$ cat config.mk
export PLATFORM = sky130hd
export DESIGN_NAME = spi_txn_arbiter
export DESIGN_NICKNAME = d
export VERILOG_FILES = /design/src/rtl/spi_txn_arbiter.sv
export SDC_FILE = /design/constraint.sdc
export NUM_CORES = 1
export LEC_CHECK = 0
export CORE_MARGIN = 3
export CORE_UTILIZATION = 31
export CTS_BUF_LIST = sky130_fd_sc_hd__clkbuf_8
export DETAILED_ROUTE_END_ITERATION = 8
export HOLD_SLACK_MARGIN = 0.06
export PLACE_DENSITY = 0.63
export RECOVER_POWER = 25
export REMOVE_ABC_BUFFERS = 1
export SETUP_SLACK_MARGIN = 0.3
export SLEW_MARGIN = 20
export SYNTH_ARGS = -nofsm -noshare
export SYNTH_HDL_FRONTEND = slang
export SYNTH_SLANG_ARGS = --single-unit
$ cat constraint.sdc
create_clock -name clk -period 3.27 [get_ports clk]
set_input_delay 0.4905 -clock clk [delete_from_list [all_inputs] [get_ports clk]]
set_output_delay 0.4905 -clock clk [all_outputs]
set_load 0.02 [all_outputs]
$ cat src/rtl/spi_txn_arbiter.sv
// Round-robin arbiter sharing one spi_master between NREQ requesters; shadows the master's byte sequence.
// Latency: gnt one cycle after an IDLE sample of req, done 11 cycles after that; one transfer per 12 cycles.
// Backpressure: req is a held level, sampled only in IDLE; losers and late arrivals simply wait.
module spi_txn_arbiter #(
    parameter int NREQ = 4
) (
    input  logic                      clk,
    input  logic                      rst,
    input  logic [NREQ-1:0]           req,
    input  logic [NREQ*8-1:0]         req_data,
    input  logic [NREQ*2-1:0]         req_mode,
    input  logic [NREQ*2-1:0]         req_cs,
    output logic [NREQ-1:0]           gnt,
    output logic [NREQ-1:0]           done,
    output logic                      busy,
    output logic [$clog2(NREQ)-1:0]   owner,
    output logic                      load_m,
    output logic [7:0]                data,
    output logic [1:0]                mode,
    output logic [1:0]                chip_sel
);
    localparam int IW = $clog2(NREQ);

    typedef enum logic [2:0] {IDLE, ISSUE, LOADW, XFER, DONE} state_t;

    state_t         state;
    state_t         state_nxt;
    logic [IW-1:0]  ptr;
    logic [2:0]     cnt;
    logic [IW-1:0]  win;
    logic           win_vld;
    logic [7:0]     sel_data;
    logic [1:0]     sel_mode;
    logic [1:0]     sel_cs;

    // Scan upward from ptr with wrap; the first requester found wins.
    always_comb begin
        win     = '0;
        win_vld = 1'b0;
        for (int k = 0; k < NREQ; k++) begin
            int idx;
            idx = int'(ptr) + k;
            if (idx >= NREQ) idx = idx - NREQ;
            if (!win_vld && req[idx]) begin
                win_vld = 1'b1;
                win     = IW'(idx);
            end
        end
    end

    always_comb begin
        sel_data = '0;
        sel_mode = '0;
        sel_cs   = '0;
        for (int i = 0; i < NREQ; i++) begin
            if (win == IW'(i)) begin
                sel_data = req_data[8*i +: 8];
                sel_mode = req_mode[2*i +: 2];
                sel_cs   = req_cs[2*i +: 2];
            end
        end
    end

    always_ff @(posedge clk) begin
        if (!rst) state <= IDLE;
        else      state <= state_nxt;
    end

    always_comb begin
        state_nxt = state;
        case (state)
            IDLE:    if (win_vld) state_nxt = ISSUE;
            ISSUE:   state_nxt = LOADW;
            LOADW:   state_nxt = XFER;
            XFER:    if (cnt == 3'd7) state_nxt = DONE;
            DONE:    state_nxt = IDLE;
            default: state_nxt = IDLE;
        endcase
    end

    always_comb begin
        gnt    = '0;
        done   = '0;
        load_m = (state == ISSUE);
        busy   = (state != IDLE);
        if (state == ISSUE) gnt[owner]  = 1'b1;
        if (state == DONE)  done[owner] = 1'b1;
    end

    // Operands stay put in IDLE so the master's idle sclk polarity never glitches.
    always_ff @(posedge clk) begin
        if (!rst) begin
            ptr      <= '0;
            cnt      <= '0;
            owner    <= '0;
            data     <= '0;
            mode     <= '0;
            chip_sel <= '0;
        end else begin
            case (state)
                IDLE: if (win_vld) begin
                    owner    <= win;
                    data     <= sel_data;
                    mode     <= sel_mode;
                    chip_sel <= sel_cs;
                    ptr      <= (win == IW'(NREQ - 1)) ? '0 : win + IW'(1);
                end
                LOADW:   cnt <= '0;
                XFER:    cnt <= cnt + 3'd1;
                default: ;
            endcase
        end
    end
endmodule

; ---- After elaboration in Yosys (flattened, before gate mapping)
; Index checks and enable logic that the tools add are counted.
[totals]
reg_bits = 22
latchBits = 0
mem_bits_rw = 0
mem_bits_ro = 0
input_bits = 54
word_cells = 94
n_memories = 0
[op_classes]
n_addsub = 9
multipliers = 0
div_mod_pow = 0
order_cmp = 10
n_eq_ne = 10
shift = 0
muxes = 45
bitwise_logic = 0
n_reduce_logical = 13
[ops]
columns = operator, n
row1 = $lt 32x4->1 const B, 4
row2 = $mux 32, 4
row3 = $mux 8, 4
row4 = $mux 2, 13
row5 = $mux 1, 13
row6 = $pmux 3 s4, 1
row7 = $sub 3x3->4 const B, 3
row8 = $ge 3x3->1 const B, 3
row9 = $bmux 1 s2, 4
row10 = $mux 4, 2
row11 = $add 2x2->3 const B, 2
row12 = $eq 3x2->1 const B, 2
row13 = $eq 3x3->1 const B, 2
row14 = $mux 3, 2
row15 = $pmux 3 s2, 1
row16 = $eq 2x2->1 const B, 2
row17 = $logic_and 1x1->1, 4
row18 = $ne 2x2->1 const B, 2
row19 = $reduce_and 2->1, 2
row20 = $sub 2x3->4 const B, 1
row21 = $add 2x1->3 const B, 1
row22 = $add 3x1->3 const B, 1
row23 = $eq 3x1->1 const B, 1
row24 = $ge 2x3->1 const B, 1
row25 = 10 further kinds, 12

; ---- Depth between registers and ports, before layout
[depth]
word_depth = 20
depth_mapped = 10
ltp_nobuf = 9

; ---- Worst setup path before layout
; No wires, ideal clock.
[synth_timing]
path_kind = input -> register
start = in req[3]
end = reg chip_sel[0]
setup_ns = 0.120
t_arrival_ns = 2.154
setup_slack_ns = 0.996
path_stages = 10
cell_sequence = nand2b_1 -> a21oi_1 -> or4_4 -> inv_2 -> ha_1 -> clkbuf_1 -> clkbuf_1 -> a21oi_1 -> a22oi_1 -> a21oi_2
[synth_via]
elab_chain_len = 18
[synth_rtl]
columns = item, line_no
row1 = "start, declared", 9  ; input logic [NREQ-1:0] req,
row2 = $bmux 1 s2, 44  ; if (!win_vld && req[idx]) begin
row3 = $mux 1 (not written as such) (2 in a row), 44
row4 = $mux 1, 44
row5 = $logic_not 1->1, 44
row6 = $logic_and 1x1->1, 44
row7 = $mux 1, 44
row8 = $logic_not 1->1, 44
row9 = $logic_and 1x1->1, 44
row10 = $mux 1, 44
row11 = $logic_not 1->1, 44
row12 = $logic_and 1x1->1, 44
row13 = $mux 2 *, 44
row14 = named net win[0], 30  ; logic [IW-1:0] win;
row15 = $logic_not 2->1, 56  ; if (win == IW'(i)) begin
row16 = $mux 2 (3 in a row), 56
row17 = $mux 2 *, 56
row18 = "end signal, assigned", 105  ; chip_sel <= sel_cs;
row19 = "end, declared", 20  ; output logic [1:0] chip_sel
; The timed path passes the listed nets; every way through them passes the cells marked *. The select of a mux whose other input is x is not followed.
; A chain may end at the register's enable or synchronous reset.

; ---- Worst setup path after layout
[layout_timing]
start = in req[3]
end = reg chip_sel[1]
[layout_via]
elab_chain_len = 18
[layout_rtl]
columns = item, line_no
row1 = $bmux 1 s2, 44
row2 = $mux 1 (not written as such) (2 in a row), 44
row3 = $mux 1, 44
row4 = $logic_not 1->1, 44
row5 = $logic_and 1x1->1, 44
row6 = $mux 1, 44
row7 = $logic_not 1->1, 44
row8 = $logic_and 1x1->1, 44
row9 = $mux 1, 44
row10 = $logic_not 1->1, 44
row11 = $logic_and 1x1->1, 44
row12 = $mux 2, 44
row13 = $logic_not 2->1, 56
row14 = $mux 2 (4 in a row), 56
; Parallel ways exist; a longest one is shown, timed or not. The select of a mux whose other input is x is not followed.

==> qor.yml <==
status: "complete, no violations"
area_growth_syn_to_layout_pct: 61.0
p_int_w: 0.000686
drt_wl_total_um: 4360
vdd_ir_drop_max_mv: 0.269
worst-path-buf-inv: 2
io_buffers: 77
required_ns: 3.40
switching_share: 0.338
hp-start: "cnt[1]"
synth_edf_count: 0
cts_setup_buffers: 0
cts_tree: "built"
grt_pass1_wl_um: 6980
die-area_mm2: 0.00567
grt_max_degree: 27
async_flop_share: 0
yosysSeqAreaShare: 0.296
cts_resized: 0
crit_start: "req[3]"
power_frac_clock: 0.247
worst_setup_path_end_kind: "flop"
syn_inst: 200
fin_ws_ns: 0.660
first_global_vias: 1533
tns_ns: 0
final_area_mm2: 0.00240
grt.busiest_layer: "met2"
root_buffer: "clkbuf_8"
path_clk_slew_ns: 0.08
placed_area_mm2: 0.00233
crit_path_cell_trace: "clkdlybuf4s50_1, nand2b_1, a21oi_1, or4_4, ha_1, buf_12, a21oi_1, o21ai_0, a22oi_1, a21oi_2"
ys_ff_latch: 22
slew-limit-headroom: 0.568
antenna_cells: 0
ys.flop_type: "dfxtp_1"
ios: 78
core_mm2: 0.00450
globalplace.congestion: 0.782
hold_buffers: 0
syn_avg_cell_area_um2: 7.44
first_pass_iters: 4
crit_family: "buffers and inverters"
path_common_cell: "a21oi_1"
crit_fanout: 24
numCtsBuffers: 3
initial_core_util: 0.331
grtUsageMet3: 0.0343
rows: 24
synth.most_common_cell: "a21oi_1"
post-place-ws_ns: 0.392
antenna_found_initial: 0
slew_viol_final: 0
synth_area_leaders: "dfxtp_1, a21oi_1, o21ai_0"
slowest_delay_ns: 0.61
use_met1: 0.203
power.density_mw_per_mm2: 432
clk_latency_ns: 0.26
min_path_type: "flop to flop"
synth_cell_types: 34
start_kind: "primary input"
synth_common_cells: "a21oi_1, dfxtp_1, nand2_1, o21ai_0, inv_1"
power_switching_w: 0.000350
r2r-start: "ptr[1]"
cts_max_level: 1
drc_errors: 0
final-setup-viol-count: 0
synth_top_area_share: 0.296
grt_usage: 0.159
ant_nets: 0
pwr-share-comb: 0.437
fmax_mhz: 383
synth_warnings: 0
nets: 335
sequentialPowerShare: 0.316
die_y_um: 75.3
fin_worst_skew_ns: 0.00249
drive_gt1_frac: 0.0949
rsz0062_at_grt: "false"
slowest_stage: "clkdlybuf4s50_1"
grt.overflow.total: 0
ctsLongestPathBuffers: 2
fin_crit_sh: 0.798
yosys.area.top_type: "dfxtp_1"
critPathArrivalTime_ns: 2.74
drt_iter0_drc: 48
crit_type: "primary input to flop"
worst_pin_slew_ns: 0.646
synth_area_mm2: 0.00149
grtUsageMet2: 0.276
via_per_inst: 4.99
cap_violations: 0
vias: 1627
cts.sinks: 22
die_w_um: 75.3
post_drt_wl_per_cell_um: 13.4
place.detailed.hpwl_um: 3270
period_minus_slack_ns: 2.61
leakagePower_nw: 0.947
timing.final.hold_violations: 0
==> power by group through the flow <==
stage,sequential (W),clock (W),combinational [W]
global placement,0.000334,0,0.000457
global route,0.000334,0.000278,0.000501
floorplan,0.000361,0,0.000229
CTS,0.000328,0.000264,0.000462
finish,0.000327,0.000256,0.000453
detailed placement,0.000334,0,0.000460
==> worst register-to-register path: cells and delay by family (launching register included) <==
family / cells / cell delay, ns
simple gates: 2 / 0.66
compound gates: 5 / 0.60
flops: 1 / 0.44
fa+ha+maj: 1 / 0.23
buf+inv: 1 / 0.16
==> layer usage <==
metal  up-vias  part of all wire
met1       733              0.44
li1        856                 -
met5         -                 0
met4         0            0.0083
met2        36              0.51
met3         2             0.043
==> state kept, by name (all words and copies together), names as in the netlist <==
register,count
owner,2
chip_sel,2
mode,2
state,3
data,8
cnt,3
ptr,2
==> per-stage QoR <==
| stage | cells | utilization | hold WS [ns] | power, W |
|---|---|---|---|---|
| 2_1_floorplan | 188 | - | 0.436 | 0.000590 |
| 3_3_place_gp | 322 | 0.517 | 0.447 | 0.000791 |
| 3_5_place_dp | 322 | 0.517 | 0.457 | 0.000794 |
| 4_1_cts | 326 | 0.533 | 0.469 | 0.00105 |
| 5_1_grt | 326 | 0.532 | 0.492 | 0.00111 |
| 6_report | 326 | 0.532 | 0.462 | 0.00104 |
==> placed cells by master (no fill, tap or decap), types with 2 or more instances in the layout <==
master,count
a21oi_1,36
o21ai_1,7
ha_1,6
nand2b_1,5
buf_12,2
clkbuf_8,3
dfxtp_1,22
o31ai_1,2
o21ai_0,18
nand2_1,19
nor2_1,8
dlygate4sd3_1,7
or4_4,2
inv_1,16
clkdlybuf4s50_1,70
a21oi_2,8
a22oi_1,12
buf_4,2
nor3_1,4
nand3_1,4
nor3b_1,5
==> cell type report <==
class	count	area (µm²)
Clock buffer	3	41.3
Clock inverter	1	30.0
Fill cell	464	2110
Inverter	17	63.8
Multi-Input combinational cell	149	927
Sequential cell	22	440
Tap cell	52	65.1
Timing Repair Buffer	82	830
==> cells by family (layout without fill, tap and decap cells) <==
| kind of cell | count (synthesis) | count (layout) | share of synthesized area |
|---|---|---|---|
| AOI/OAI and AO/OA | 88 | 88 | 0.356 |
| and+or+nand+nor | 54 | 54 | 0.209 |
| DFF | 22 | 22 | 0.296 |
| muxes | 1 | 1 | 0.00672 |
| buffers and inverters | 29 | 103 | 0.0815 |
| adders and majority gates | 6 | 6 | 0.0504 |
==> final timing paths <==
kind | to | slack [ns] | cells past startpoint
min | cnt[1] | 0.46 | 2
min reg2reg | cnt[1] | 0.46 | 2
max reg2reg | chip_sel[1] | 1.06 | 9
max | chip_sel[1] | 0.66 | 10
Power figures use the tool's default switching activity.
